`config.mk`:
```
export PLATFORM = sky130hd
export DESIGN_NAME = sub_serial_nbit
export DESIGN_NICKNAME = d
export VERILOG_FILES = /design/src/rtl/sub_serial_pkg.sv /design/src/rtl/sub_serial_nbit_fs_1bit.sv /design/src/rtl/sub_serial_nbit.sv
export SDC_FILE = /design/constraint.sdc
export NUM_CORES = 1
export LEC_CHECK = 0
export ABC_AREA = 1
export BUFFER_PORTS_ARGS = -buffer_cell sky130_fd_sc_hd__buf_2
export CORE_AREA = 3 3 40 42
export CTS_BUF_LIST = sky130_fd_sc_hd__clkbuf_8
export CTS_CLUSTER_DIAMETER = 150
export DETAILED_ROUTE_END_ITERATION = 10
export DIE_AREA = 0 0 43 45
export PLACE_DENSITY = 0.7
export SYNTH_ARGS = -nofsm -noshare
export SYNTH_HDL_FRONTEND = slang
export SYNTH_HIERARCHICAL = 1
export SYNTH_SLANG_ARGS = --single-unit
```
`constraint.sdc`:
```
create_clock -name clk -period 2 [get_ports clk]
set_input_delay 0.1 -clock clk [delete_from_list [all_inputs] [get_ports clk]]
set_output_delay 0.1 -clock clk [all_outputs]
set_load 0.01 [all_outputs]
```
`src/rtl/sub_serial_pkg.sv`:
```
// rtl/sub_serial_pkg.sv - state encoding and borrow-cell function for the serial subtractor
package sub_serial_pkg;

    typedef enum logic [1:0] {
        ST_IDLE = 2'd0,
        ST_RUN  = 2'd1,
        ST_DONE = 2'd2
    } state_e;

    function automatic logic fs_borrow(input logic a, input logic b, input logic bi);
        return (~a & b) | (~(a ^ b) & bi);
    endfunction

endpackage

```
`src/rtl/sub_serial_nbit_fs_1bit.sv`:
```
// rtl/sub_serial_nbit_fs_1bit.sv - combinational one-bit full subtractor
module fs_1bit
    import sub_serial_pkg::*;
(
    output logic d,
    output logic bo,
    input  logic a,
    input  logic b,
    input  logic bi
);

    assign d  = a ^ b ^ bi;
    assign bo = fs_borrow(a, b, bi);

endmodule

```
`src/rtl/sub_serial_nbit.sv`:
```
// rtl/sub_serial_nbit.sv - bit-serial N-bit subtractor z = a - b - bin, LSB first
// Optional signed-overflow output enabled by SUB_SERIAL_OVF_EN.
module sub_serial_nbit
    import sub_serial_pkg::*;
#(
    parameter int N = 2
) (
    input  logic         clk,
    input  logic         rst,
    input  logic         in_valid,
    output logic         in_ready,
    input  logic [N-1:0] a,
    input  logic [N-1:0] b,
    input  logic         bin,
    output logic         out_valid,
    input  logic         out_ready,
    output logic [N-1:0] z,
    output logic         bout
`ifdef SUB_SERIAL_OVF_EN
    ,
    output logic         ovf
`endif
);

    localparam int CW = (N > 1) ? $clog2(N) : 1;
    localparam logic [CW-1:0] CNT_LAST = CW'(N - 1);

    state_e        state_q, state_d;
    logic [CW-1:0] cnt_q, cnt_d;
    logic [N-1:0]  opa_q, opa_d;
    logic [N-1:0]  opb_q, opb_d;
    logic [N-1:0]  acc_q, acc_d;
    logic [N-1:0]  z_q, z_d;
    logic          br_q, br_d;
    logic          bout_q, bout_d;
    logic          in_ready_q, in_ready_d;
    logic          out_valid_q, out_valid_d;
    logic          fs_d, fs_bo;
    logic [N-1:0]  acc_shift;
`ifdef SUB_SERIAL_OVF_EN
    logic          ovf_q, ovf_d;
`endif

    fs_1bit u_fs (
        .d  (fs_d),
        .bo (fs_bo),
        .a  (opa_q[cnt_q]),
        .b  (opb_q[cnt_q]),
        .bi (br_q)
    );

    // Difference bits enter from the MSB so the LSB ends up at bit 0 after N shifts.
    generate
        if (N == 1) begin : g_shift1
            assign acc_shift = fs_d;
        end else begin : g_shiftn
            assign acc_shift = {fs_d, acc_q[N-1:1]};
        end
    endgenerate

    always_comb begin
        state_d  = state_q;
        cnt_d    = cnt_q;
        opa_d    = opa_q;
        opb_d    = opb_q;
        acc_d    = acc_q;
        z_d      = z_q;
        br_d     = br_q;
        bout_d   = bout_q;
`ifdef SUB_SERIAL_OVF_EN
        ovf_d    = ovf_q;
`endif
        case (state_q)
            ST_IDLE: begin
                if (in_valid) begin
                    opa_d   = a;
                    opb_d   = b;
                    br_d    = bin;
                    cnt_d   = '0;
                    state_d = ST_RUN;
                end
            end
            ST_RUN: begin
                acc_d = acc_shift;
                br_d  = fs_bo;
                cnt_d = cnt_q + 1'b1;
                if (cnt_q == CNT_LAST) begin
                    cnt_d   = '0;
                    z_d     = acc_shift;
                    bout_d  = fs_bo;
`ifdef SUB_SERIAL_OVF_EN
                    ovf_d   = (opa_q[N-1] ^ opb_q[N-1]) & (opa_q[N-1] ^ fs_d);
`endif
                    state_d = ST_DONE;
                end
            end
            ST_DONE: begin
                if (out_ready) begin
                    state_d = ST_IDLE;
                end
            end
            default: state_d = ST_IDLE;
        endcase
        in_ready_d  = (state_d == ST_IDLE);
        out_valid_d = (state_d == ST_DONE);
    end

    always_ff @(posedge clk) begin
        if (rst) begin
            state_q     <= ST_IDLE;
            cnt_q       <= '0;
            opa_q       <= '0;
            opb_q       <= '0;
            acc_q       <= '0;
            z_q         <= '0;
            br_q        <= 1'b0;
            bout_q      <= 1'b0;
            in_ready_q  <= 1'b1;
            out_valid_q <= 1'b0;
`ifdef SUB_SERIAL_OVF_EN
            ovf_q       <= 1'b0;
`endif
        end else begin
            state_q     <= state_d;
            cnt_q       <= cnt_d;
            opa_q       <= opa_d;
            opb_q       <= opb_d;
            acc_q       <= acc_d;
            z_q         <= z_d;
            br_q        <= br_d;
            bout_q      <= bout_d;
            in_ready_q  <= in_ready_d;
            out_valid_q <= out_valid_d;
`ifdef SUB_SERIAL_OVF_EN
            ovf_q       <= ovf_d;
`endif
        end
    end

    assign in_ready  = in_ready_q;
    assign out_valid = out_valid_q;
    assign z         = z_q;
    assign bout      = bout_q;
`ifdef SUB_SERIAL_OVF_EN
    assign ovf       = ovf_q;
`endif

endmodule

```
==> metrics.yaml <==
tightestPinTransition_ps: 428
synth_area_per_cell_um2: 7.73
setup_viol: 0
htreeDepth: 1
cts.root.buffer_cell: "clkbuf_8"
stdcell_area_um2: 726
cts.clk_slew.worst_paths_ps: 60
wirelength_um: 1110
synth_fp_nets: 89
gp_congestion: 0.847
drt_pre_antenna_iters: 4
finalHoldViolations: 0
vias: 535
die-area_um2: 1940
fmax_mhz: 633
clockBufferDepth: 2
drtIter0Drc: 11
cts_hold_buf: 0
fin_cells: 108
critPathMaxFanout: 8
crit_chain: "inv_1, nand2_1, nand2_1, fa_1, nand4_1, a21oi_1"
min-delay-start: "a[0]"
power_density_nw_per_um2: 936
grt-ovfl-total: 0
period_needed_ps: 1580
cp_slowest_cell: "fa_1"
maxCapViolCount: 0
crit_arrival_ps: 1770
crit_top_cell: "nand2_1"
cp-start-kind: "flop"
dp.final_hpwl_um: 836
cts_tree: "built"
min_to: "opa_q[0]"
hp-class: "in -> reg"
path_class: "reg -> reg"
tns_ps: 0
status: "complete, no violations"
yosysWarnings: 6
max-slew-margin-rel_pct: 71.4
cts_setup_buffers: 0
drive_above_1_share_pct: 24.7
areaGrowthSynthToFinish_pct: 18.9
cts_buffers: 3
die_h_um: 45
finalClockSkew_ps: 4.53
final_util_pct: 56.5
period_share_pct: 79.0
die_w_um: 43
slew_viol_final: 0
end_kind: "flop"
rr_endpoint: "z[1]"
reg2reg_depth: 6
hold_ws_ps: 92.2
crit_required_ps: 2180
gr-usage-all-layers_pct: 13.6
coreArea_um2: 1280
seq_area_frac_synth_pct: 45.9
wl_per_cell_um: 10.3
peakVddDrop_uv: 375
ys_ff_latch: 14
clock-sinks: 14
netlist_area_um2: 611
ioPinCount: 14
place_inst: 104
antenna_found_initial: 0
antennaDiodeCount: 0
fillers: 134
grt_max_degree: 11
rrSetupSlack_ps: 420
ant_nets: 0
clk_latency_ps: 250
cts_resized: 0
grt_pass1_vias: 481
start_util_pct: 47.5
core.rowCount: 13
place_area_um2: 671
portBuffers: 13
nets: 104
grt_pass1_wl_um: 1950
rsz0062_at_grt: "false"
r2r_start: "cnt_q"
final_common_cell: "nand2_1"
hold_depth: 3
cp_slowest_stage_delay_ps: 560
routed_via_density: 4.95
synthCells: 79
drcViolationCount: 0
mostFrequentLayoutCells: "nand2_1 (18), dfxtp_1 (14), buf_2 (13)"
synth_cell_type_count: 19
leakage_uw: 0.000339
==> registers in the layout (all words and copies together), names as in the netlist <==
signal	count
bout	1
br_q	1
z	2
in_ready	1
out_valid	1
cnt_q	1
acc_q	1
state_q	2
opa_q	2
opb_q	2
==> Yosys cell counts <==
cell type  instances  area [um2]
fa_1               1        20.0
nand4_1            3        18.8
nand3_1            4        20.0
clkinv_2           1        5.00
a21oi_1            8        40.0
nand3_2            1        10.0
nand3_4            1        17.5
o21ai_2            1        8.76
nand2_1           18        67.6
inv_2              1        3.75
inv_4              1        6.26
nor2_1            10        37.5
buf_4              1        7.51
o21ai_1            3        15.0
o21ai_0            2        10.0
clkbuf_2           1        5.00
dfxtp_1           14         280
inv_1              7        26.3
buf_6              1        11.3
==> metal layers <==
metal | part of all wire [%] | global-route usage (%)
met1 | 46 | 15.8
met2 | 47 | 23.1
met3 | 4.3 | 3.59
met4 | 1.7 | 7.23
met5 | 0 | 0
==> logic make-up (layout without fill, tap and decap cells) <==
family | Yosys count | count (layout) | share of synthesized area, %
simple gates | 37 | 37 | 28.1
compound gates | 14 | 14 | 12.1
flops | 14 | 14 | 45.9
buf+inv | 13 | 27 | 10.7
fa+ha+maj | 1 | 1 | 3.28
==> worst max-delay path, delay by kind of cell, from the launching register on <==
family                   cells  cell delay (ps)
adder cells (fa/ha/maj)      1              560
flip-flops                   1              470
AND/OR/NAND/NOR              3              230
AO/OA/AOI/OAI                1              140
buffers and inverters        1              120
==> cell type report <==
cell class | instances | area [um2] | area share, %
multi-input cells | 52 | 265 | 36.6
repair buffers | 13 | 65.1 | 8.97
clock buffers | 4 | 55.1 | 7.59
well taps | 15 | 18.8 | 2.59
flip-flops and latches | 14 | 280 | 38.6
inverters | 10 | 41.3 | 5.69
==> where the power goes <==
part	switching, uW	leakage [uW]	total [uW]	internal (uW)
clock network	102	0.0000288	276	174
registers	17.2	0.000115	316	299
logic	50.9	0.000195	87.3	36.4
==> how the worst max path moves through the flow <==
stage / from / end / slack (ps) / depth (start not counted)
2_1_floorplan: cnt_q / z[1] / 580 / 8
3_5_place_dp: cnt_q / z[1] / 420 / 6
3_3_place_gp: cnt_q / z[1] / 470 / 6
5_1_grt: cnt_q / z[1] / 290 / 6
6_report: cnt_q / z[1] / 420 / 6
4_1_cts: cnt_q / z[1] / 410 / 6
==> stage by stage <==
step                total power [uW]  worst slack [ps]
CTS                              686               409
finish                           679               419
global placement                 408               470
detailed placement               410               422
floorplan                        390               582
global route                     716               293
Power figures use the tool's default switching activity.
